### src/rtl/microcode_sequencer_pkg.sv
// Shared types for the instruction-decode interface.
//   instr_length : number of CPU ticks an instruction occupies (5, 7 or 12),
//                  reported by the decoder and consumed by the sequencer.
package microcode_sequencer_pkg;

  typedef enum logic [1:0] {
    CYCLE5  = 2'd0,
    CYCLE7  = 2'd1,
    CYCLE12 = 2'd2
  } instr_length;

endpackage

### src/rtl/microcode_sequencer.sv
// microcode_sequencer
//
// Consumer end of the instruction-decode interface. Latches each fetched
// opcode for the decoder, takes back the decoder's microcode start address,
// instruction length and PC-skip flag, then walks the instruction through its
// 5/7/12 CPU ticks. On odd ticks it issues a micro-op address {start, step};
// on the last tick it raises instr_done and (unless skipped) pc_increment.
// HALT/SLP microcode raises halt_req in a micro slot; the sequencer parks in
// HALT after the current instruction completes and resumes on wake.
//
// Ports
//   clk                  in   system clock
//   reset_n              in   synchronous active-low reset
//   clk_en               in   CPU tick enable; state advances only when high
//   rom_data[11:0]       in   program ROM word at the current PC
//   opcode[11:0]         out  latched opcode presented to the decoder
//   microcode_start_addr in   7-bit micro-routine base from the decoder
//   cycle_length         in   instruction length from the decoder
//   skip_pc_increment    in   decoder request to suppress the PC advance
//   halt_req             in   HALT/SLP request, honoured only in micro slots
//   wake                 in   wake/interrupt level, honoured only in HALT
//   micro_addr[9:0]      out  {start_addr, step} to the microcode ROM
//   micro_valid          out  micro-op issue strobe
//   fetch                out  opcode is latched at the end of this tick
//   pc_increment         out  PC advance strobe
//   instr_done           out  last tick of the instruction
//   halted               out  sequencer is parked in HALT
//   cycle_count[3:0]     out  tick index within the current instruction
module microcode_sequencer
  import microcode_sequencer_pkg::*;
#(
  parameter logic [11:0] NOP_OPCODE = 12'hFFB,
  parameter int unsigned STEP_WIDTH = 3
) (
  input  logic                  clk,
  input  logic                  reset_n,
  input  logic                  clk_en,
  input  logic [11:0]           rom_data,
  output logic [11:0]           opcode,
  input  logic [6:0]            microcode_start_addr,
  input  instr_length           cycle_length,
  input  logic                  skip_pc_increment,
  input  logic                  halt_req,
  input  logic                  wake,
  output logic [6+STEP_WIDTH:0] micro_addr,
  output logic                  micro_valid,
  output logic                  fetch,
  output logic                  pc_increment,
  output logic                  instr_done,
  output logic                  halted,
  output logic [3:0]            cycle_count
);

  typedef enum logic {
    ST_EXEC = 1'b0,
    ST_HALT = 1'b1
  } state_t;

  // Index of the final tick for a given instruction length.
  function automatic logic [3:0] last_tick(input instr_length len);
    case (len)
      CYCLE7:  last_tick = 4'd6;
      CYCLE12: last_tick = 4'd11;
      default: last_tick = 4'd4;
    endcase
  endfunction

  // Registered control state
  state_t      state_q, state_d;
  logic [3:0]  cnt_q, cnt_d;
  logic [11:0] opcode_q, opcode_d;
  instr_length len_q, len_d;
  logic [6:0]  start_q, start_d;
  logic        skip_q, skip_d;
  logic        pend_q, pend_d;

  // Decode of the current tick
  logic                  in_exec;
  logic                  active;
  instr_length           eff_len;
  logic [6:0]            eff_start;
  logic [3:0]            last_c;
  logic                  slot;
  logic                  is_final;
  logic                  halt_hit;
  logic [STEP_WIDTH-1:0] step;

  // The decoder output only becomes valid at tick 1, so that tick uses the
  // live inputs; later ticks use the copies captured at tick 1.
  assign in_exec   = (state_q == ST_EXEC);
  assign active    = clk_en && reset_n;
  assign eff_len   = (cnt_q == 4'd1) ? cycle_length : len_q;
  assign eff_start = (cnt_q == 4'd1) ? microcode_start_addr : start_q;
  assign last_c    = last_tick(eff_len);

  // Micro slots sit on odd ticks; the step index is (c-1)/2 = c[3:1].
  assign slot      = in_exec && cnt_q[0] && (cnt_q <= last_c);
  assign is_final  = in_exec && (cnt_q >= last_c);
  assign halt_hit  = slot && halt_req;
  assign step      = STEP_WIDTH'(cnt_q[3:1]);

  // Outputs: strobes are gated by the tick enable and by reset so an
  // abandoned instruction never leaks a pc_increment.
  assign fetch        = active && in_exec && (cnt_q == 4'd0);
  assign micro_valid  = active && slot;
  assign micro_addr   = {eff_start, step};
  assign instr_done   = active && is_final;
  assign pc_increment = active && is_final && !skip_q;
  assign halted       = reset_n && (state_q == ST_HALT);
  assign cycle_count  = cnt_q;
  assign opcode       = opcode_q;

  // Next-state logic
  always_comb begin
    state_d  = state_q;
    cnt_d    = cnt_q;
    opcode_d = opcode_q;
    len_d    = len_q;
    start_d  = start_q;
    skip_d   = skip_q;
    pend_d   = pend_q;

    if (clk_en) begin
      case (state_q)
        ST_EXEC: begin
          if (cnt_q == 4'd0) begin
            opcode_d = rom_data;
          end
          if (cnt_q == 4'd1) begin
            len_d   = cycle_length;
            start_d = microcode_start_addr;
            skip_d  = skip_pc_increment;
          end
          if (is_final) begin
            cnt_d = 4'd0;
            // A request raised in the final slot itself (CYCLE12 tick 11)
            // halts immediately, as does one remembered from earlier slots.
            if (pend_q || halt_hit) begin
              state_d = ST_HALT;
              pend_d  = 1'b0;
            end
          end else begin
            cnt_d = cnt_q + 4'd1;
            if (halt_hit) begin
              pend_d = 1'b1;
            end
          end
        end
        ST_HALT: begin
          cnt_d = 4'd0;
          if (wake) begin
            state_d = ST_EXEC;
          end
        end
        default: begin
          state_d = ST_EXEC;
          cnt_d   = 4'd0;
        end
      endcase
    end
  end

  // State register
  always_ff @(posedge clk) begin
    if (!reset_n) begin
      state_q  <= ST_EXEC;
      cnt_q    <= 4'd0;
      opcode_q <= NOP_OPCODE;
      len_q    <= CYCLE5;
      start_q  <= 7'd0;
      skip_q   <= 1'b0;
      pend_q   <= 1'b0;
    end else begin
      state_q  <= state_d;
      cnt_q    <= cnt_d;
      opcode_q <= opcode_d;
      len_q    <= len_d;
      start_q  <= start_d;
      skip_q   <= skip_d;
      pend_q   <= pend_d;
    end
  end

endmodule
### config.mk
export PLATFORM = sky130hd
export DESIGN_NAME = microcode_sequencer
export DESIGN_NICKNAME = d
export VERILOG_FILES = /design/src/rtl/microcode_sequencer_pkg.sv /design/src/rtl/microcode_sequencer.sv
export SDC_FILE = /design/constraint.sdc
export NUM_CORES = 1
export LEC_CHECK = 0
export CAP_MARGIN = 20
export CORE_ASPECT_RATIO = 0.75
export CORE_UTILIZATION = 41
export CTS_BUF_LIST = sky130_fd_sc_hd__clkbuf_8
export DETAILED_ROUTE_END_ITERATION = 7
export GPL_TIMING_DRIVEN = 0
export PLACE_DENSITY = 0.77
export SLEW_MARGIN = 30
export SYNTH_ARGS = -nofsm -noshare
export SYNTH_HDL_FRONTEND = slang
export SYNTH_SLANG_ARGS = --single-unit
### constraint.sdc
create_clock -name clk -period 3.6 [get_ports clk]
set_clock_uncertainty 0.1 [all_clocks]
set_input_delay 0.54 -clock clk [delete_from_list [all_inputs] [get_ports clk]]
set_output_delay 0.54 -clock clk [all_outputs]
set_load 0.005 [all_outputs]
Yosys cells after proc, flatten, opt, wreduce, memory -nomap -nowiden
Cells that the tools add are included.
{"block": "totals", "reg_bits": 28, "latchBits": 0, "mem_bits_rw": 0, "romBits": 0, "in_bits": 27, "n_memories": 0}
{"block": "classes", "add_sub_neg": 1, "mul": 0, "n_div": 0, "n_lt_le_gt_ge": 2, "n_eq_ne": 4, "shift": 0, "n_mux": 12, "n_bitwise": 1, "reduce_logical": 19}
{"operator": "$pmux W4 S2", "n": 2}
{"operator": "$logic_and A1 B1 Y1", "n": 11}
{"operator": "$mux W7", "n": 1}
{"operator": "$mux W1", "n": 6}
{"operator": "$reduce_and A3 Y1", "n": 2}
{"operator": "$add A4 B1 Y4 const B", "n": 1}
{"operator": "$eq A4 B1 Y1 const B", "n": 1}
{"operator": "$ge A4 B4 Y1", "n": 1}
{"operator": "$le A4 B4 Y1", "n": 1}
{"operator": "$logic_not A4 Y1", "n": 1}
{"operator": "$mux W4", "n": 1}
{"operator": "$reduce_and A4 Y1", "n": 1}
{"operator": "$eq A2 B1 Y1 const B", "n": 1}
{"operator": "$eq A2 B2 Y1 const B", "n": 1}
{"operator": "$mux W2", "n": 1}
{"operator": "$ne A2 B1 Y1 const B", "n": 1}
{"operator": "$pmux W1 S2", "n": 1}
{"operator": "$reduce_and A2 Y1", "n": 1}
{"operator": "$reduce_bool A2 Y1", "n": 1}
{"operator": "$logic_not A1 Y1", "n": 1}
{"operator": "$logic_or A1 B1 Y1", "n": 1}
{"operator": "$not A1 Y1", "n": 1}

Depth between registers and ports, before layout
{"block": "logic_depth", "word_depth": 11, "mapped_depth": 12, "mapped_depth_nobuf": 11}

Worst setup path before layout
Ideal clock, no wire load.
{"block": "synth_timing", "path_kind": "flip-flop to output port", "from": "reg cnt_q[0], in the netlist cycle_count[0]", "to": "out micro_valid", "arrival_time_ps": 2673, "required_ps": 2960, "path_slack_ps": 287, "stages_incl_launch_ff": 12, "path_buffers": 2, "cell_sequence": "dfxtp_1 > ha_1 > nor3b_1 > buf_4 > mux2_2 > ha_1 > ha_1 > nor2b_1 > o211a_1 > buf_6 > and2b_2 > o2111a_1"}
{"block": "synth_between", "elab_chain_cells": 7, "word_cells_on_any_way": 9, "cone_classes": "order compare (1); eq/ne (3); mux (2); reduce/logical (3)"}
{"element": "from (decl)", "line_no": "microcode_sequencer.sv:70", "text": "logic [3:0] cnt_q, cnt_d;"}
{"element": "from (signal assigned)", "line_no": "microcode_sequencer.sv:175", "text": "cnt_q <= cnt_d;"}
{"element": "$eq A4 B1 Y1 *", "line_no": "microcode_sequencer.sv:92", "text": "assign eff_len = (cnt_q == 4'd1) ? cycle_length : len_q;"}
{"element": "$mux W2 *"}
{"element": "named net eff_len[1]", "line_no": "microcode_sequencer.sv:80", "text": "instr_length eff_len;"}
{"element": "$eq A2 B2 Y1 / $eq A2 B1 Y1 (equally long branches)", "line_no": "microcode_sequencer.sv:61", "text": "case (len)"}
{"element": "$pmux W4 S2 *", "line_no": "microcode_sequencer.sv:61"}
{"element": "$le A4 B4 Y1 *", "line_no": "microcode_sequencer.sv:97", "text": "assign slot = in_exec && cnt_q[0] && (cnt_q <= last_c);"}
{"element": "$logic_and A1 B1 Y1 *", "line_no": "microcode_sequencer.sv:97"}
{"element": "$logic_and A1 B1 Y1 *", "line_no": "microcode_sequencer.sv:105", "text": "assign micro_valid = active && slot;"}
{"element": "to (decl)", "line_no": "microcode_sequencer.sv:46", "text": "output logic micro_valid,"}
The timed path passes the listed nets; every way through them passes the cells marked *.

Worst setup path in the final report
{"block": "layout_timing", "from": "reg cnt_q[1], in the netlist cycle_count[1]", "to": "out micro_valid"}
{"block": "layout_between", "elab_chain_cells": 7, "word_cells_on_any_way": 8, "cone_classes": "order compare (1); eq/ne (3); mux (2); reduce/logical (2)"}
{"element": "$eq A4 B1 Y1", "line_no": "microcode_sequencer.sv:92"}
{"element": "$mux W2"}
{"element": "$eq A2 B2 Y1 / $eq A2 B1 Y1 (equally long branches)", "line_no": "microcode_sequencer.sv:61"}
{"element": "$pmux W4 S2", "line_no": "microcode_sequencer.sv:61"}
{"element": "$le A4 B4 Y1 *", "line_no": "microcode_sequencer.sv:97"}
{"element": "$logic_and A1 B1 Y1 *", "line_no": "microcode_sequencer.sv:97"}
{"element": "$logic_and A1 B1 Y1 *", "line_no": "microcode_sequencer.sv:105"}
Mark *: on every way between the ends. The rest lies on a longest branch, timed or not.

==> results list <==
- DRT Wirelength: 3.785 mm
- Mean Syn Cell Area: 8.355 sq um
- Counting every instance in the synthesized netlist gives 177.
- Walking the worst path, the cells encountered are inv_4 -> ha_4 -> nor3b_4 -> buf_6 -> buf_6 -> mux2i_4 -> ha_4 -> ha_4 -> nor2b_1 -> o211a_1 -> buf_6 -> and2b_2 -> o2111a_1 -> buf_2.
- Counting every sink on the clock net gives 28.
- Measured along the x axis, the die boundary spans 71.35 um.
- VDD sags by at most 248.8 uV.
- Number of endpoints failing setup at the final stage: 0
- Transition time at the pin with the least slew margin: 0.4374 ns
- The min-delay analysis places its worst path in the category flip-flop to flip-flop.
* Unrepaired setup endpoints after global routing: yes
* Final-layout setup total negative slack: 0 ns
- Post-synth design cell area: 1479 sq um
- Standby leakage power: 0.9748 nW
- Clock Tree Buf Depth: 2
- During synthesis, Yosys emitted a total of 0 warnings.
- Measured against its own limit, the worst slew margin works out to 70.84%.
- The repair_antennas step left the layout with diodes totalling 0.
* Number of global-route vias before repair: 1,296
- The routed design could run at a clock period as short as 3.555 ns.
- Iteration count of the initial detailed-routing pass: 6
- Worst path arrival time: 2.92 ns
* DR vias/cell: 5.024
- Routability-driven placement finished with a final weighted congestion of 0.7391.
* CTS H-Tree Depth: 1
- For this run, the post-layout net count is 284.
* Routing layer with the top usage in global route: met2
* Overall power consumption: 0.0009935 W
- Once placement completed, the tool counted placed cells totaling 274.
- Slew Limit Fails: 0
- Area taken by multi-input logic gates: 892.1 sq um
- Synthesis inferred 28 register bits.
- Reg area: 568.0 sq um
* Number of buffers and inverters on the critical path: 5
* Die Y-Extent: 54.02 um
- Initial antenna violation count: 0
* Max-cap check violation count: 0
- Die area: 3854 sq um
- Sequential-to-total area share from yosys stat: 37.90%
- Type of element capturing the critical path: primary output
* Synth cell types: 37
* Portion of the clock cycle consumed by the worst path in the final layout: 98.75%
- The count of nets left with antenna violations once routing finished came out at 0.
* Floorplan Core Area: 3356 sq um
- Clock tree from TritonCTS: built
* Run status: finished, violations left
- Wire length of the first global-routing pass: 5.754 mm
* Violations in the final reports: design-rule violations
* Filler cell count: 268
- Pin placement for this block handled 58 I/O pins.
* Detailed-placement wirelength estimate: 2.582 mm
- Share of cells above drive strength 1: 19.76%
- Clock-pin slew was measured on the worst setup and hold paths at 0.10 ns.
- Core Rows: 18
- The number of nets in the synthesized netlist is 212.
- Number of buffers inserted by hold repair at cts: 0
* Final cell count without fillers: 288
- Slowest cell on crit path: dfxtp_4
- Starting DRT DRC Count: 47
* Routing usage on met2: 31.59%
- Starting density of the core: 44.07%
* Met1 demand-to-capacity share in global routing: 25.77%
- The hold violation total from the final report came to 0.
- Hold timing on the final database bottoms out at a slack of 0.3630 ns.
- For this design the ratio of total power to cell area is 423.5 nW/um^2.
- Worst-path maximum fanout: 3
- The number of clock buffers added by TritonCTS is 3.
- Port bufs: 57
- The largest single stage delay on the critical path is 0.36 ns.
- Area growth from synthesis to final layout: 58.63%
- Placement Cell Area: 2100 sq um
- Dividing the detail-routed wire length by the instance count gives 13.14 um.
- Fmax: 0.2813 GHz
- For the worst setup path, the data required time is 2.96 ns.
* Combined global-route utilization of all metal layers: 19.57%
- Leftover overflow at the end of global routing: 0
- Entering global routing, the biggest net connects 17 pins.
- Global routing consumed, on the met3 layer, 7.116% of the routing resources.
* Largest delay contributor family on the critical path: adder cells
- For this block, the via count after detailed routing is 1,447.
- Source-to-sink clock delay at the later pin of the worst-skew pair: 0.28 ns
- Clock tree synthesis selected as its root buffer the cell clkbuf_8.
* Worst Path Class, Setup: flip-flop to primary output
- Design area: 2346 sq um
* Count of unresolved DRC violations after routing: 3
* Nature of the critical path startpoint: flip-flop
[final timing paths]
check / startpoint / end / slack, ns / cells past startpoint
worst max register to register: cycle_count[1] / cycle_count[2] / 0.74 / 14
worst max-delay path: cycle_count[1] / micro_valid / 0.04 / 14
worst min-delay path: start_q[5] / start_q[5] / 0.36 / 2
worst min register to register: start_q[5] / start_q[5] / 0.36 / 2
[flip-flops by register name, summed over array words and instances (netlist names)]
register	count
cycle_count	4
len_q	2
opcode	12
pend_q	1
skip_q	1
start_q	7
state_q	1
[cells in the mapped netlist]
master | number | share of area (%)
a21oi_1 | 13 | 4.4
a221o_1 | 1 | 0.68
and2_1 | 2 | 0.85
and2b_1 | 2 | 1.0
and2b_2 | 1 | 0.59
and3_1 | 1 | 0.42
and3_4 | 1 | 0.76
and3b_1 | 1 | 0.59
and4_2 | 1 | 0.68
buf_2 | 1 | 0.34
buf_4 | 4 | 2.0
buf_6 | 4 | 3.0
clkbuf_1 | 2 | 0.51
clkbuf_8 | 1 | 0.93
dfxtp_1 | 28 | 38
ha_1 | 8 | 6.8
inv_1 | 4 | 1.0
mux2_2 | 8 | 6.1
mux2i_1 | 1 | 0.68
nand2_1 | 50 | 13
nand2b_1 | 3 | 1.3
nand2b_4 | 1 | 0.93
nand3_1 | 13 | 4.4
nand3_2 | 1 | 0.68
nand4_1 | 1 | 0.42
nor2_1 | 6 | 1.5
nor2b_1 | 2 | 0.85
nor3_1 | 2 | 0.68
nor3b_1 | 1 | 0.51
nor4_1 | 4 | 1.7
o2111a_1 | 1 | 0.76
o211a_1 | 1 | 0.68
o21a_1 | 2 | 1.0
o21ai_0 | 1 | 0.34
o31a_1 | 1 | 0.59
o31ai_1 | 2 | 1.0
o32a_1 | 1 | 0.68
[placed cells by master (no fill, tap or decap), types with 2 or more instances in the layout]
| cell type | n |
|---|---|
| o31ai_1 | 2 |
| and2b_1 | 2 |
| buf_6 | 6 |
| clkbuf_8 | 4 |
| nor2b_1 | 2 |
| inv_1 | 3 |
| dfxtp_1 | 26 |
| nor4_1 | 4 |
| clkbuf_1 | 2 |
| o21a_1 | 2 |
| ha_1 | 4 |
| nor3_1 | 2 |
| mux2_2 | 7 |
| dfxtp_4 | 2 |
| and2_1 | 2 |
| nand3_1 | 13 |
| ha_4 | 4 |
| clkdlybuf4s50_1 | 54 |
| nor2_1 | 5 |
| a21oi_1 | 12 |
| nand2b_1 | 3 |
| buf_2 | 2 |
| nand2_1 | 50 |
| buf_4 | 12 |
| dlygate4sd2_1 | 2 |
[report_power, final]
| part | total, W | leakage [nW] | switching (W) | internal [W] |
|---|---|---|---|---|
| Sequential | 0.000361 | 0.231 | 0.0000191 | 0.000342 |
| Combinational | 0.000381 | 0.708 | 0.000156 | 0.000225 |
| Clock | 0.000251 | 0.0357 | 0.000102 | 0.000149 |
[layer usage]
| layer | wire, um | part of all wire, % | vias to the layer above |
|---|---|---|---|
| li1 | - | - | 747 |
| met2 | 1632 | 43 | 55 |
| met5 | 0 | 0 | - |
| met1 | 1840 | 49 | 643 |
| met3 | 297 | 7.8 | 2 |
| met4 | 14 | 0.37 | 0 |
[kinds of logic (layout without fill, tap and decap cells)]
family,Yosys count,in the layout,share of synthesized area (%)
buffers and inverters,16,87,7.867
and+or+nand+nor,93,93,30.54
muxes,9,9,6.768
AOI/OAI and AO/OA,23,23,10.15
adders and majority gates,8,8,6.768
DFF,28,28,37.90
[metrics by stage]
step           worst slack (ns)  util, %
2_1_floorplan            0.2875        -
3_3_place_gp            -0.3748    62.57
3_5_place_dp            -0.4039    62.57
4_1_cts                -0.04767    68.64
5_1_grt                -0.04429    69.91
6_report                0.04489    69.91
[worst min-delay path, cell delays in order (launching register included)]
cell	delay [ns]
dfxtp_1	0.32
nand2_1	0.05
a21oi_1	0.05
[cell type report]
type / count / share of cell area [%]
multi-input cells: 133 / 38.03
repair buffers: 67 / 27.36
flip-flops and latches: 28 / 24.21
plain buffers: 12 / 4.480
well taps: 40 / 2.133
clock buffers: 3 / 1.760
clock inverters: 1 / 1.280
inverters: 4 / 0.7467
[repair_timing]
action                                  in CTS  in global routing
buffers inserted                             7                  3
gates resized for setup                     22                  7
endpoints found under the setup margin       3                  1
endpoints found under the hold margin        0                  0
pin swaps                                    3                  2
Note: power is estimated with default switching activity, not from simulation.
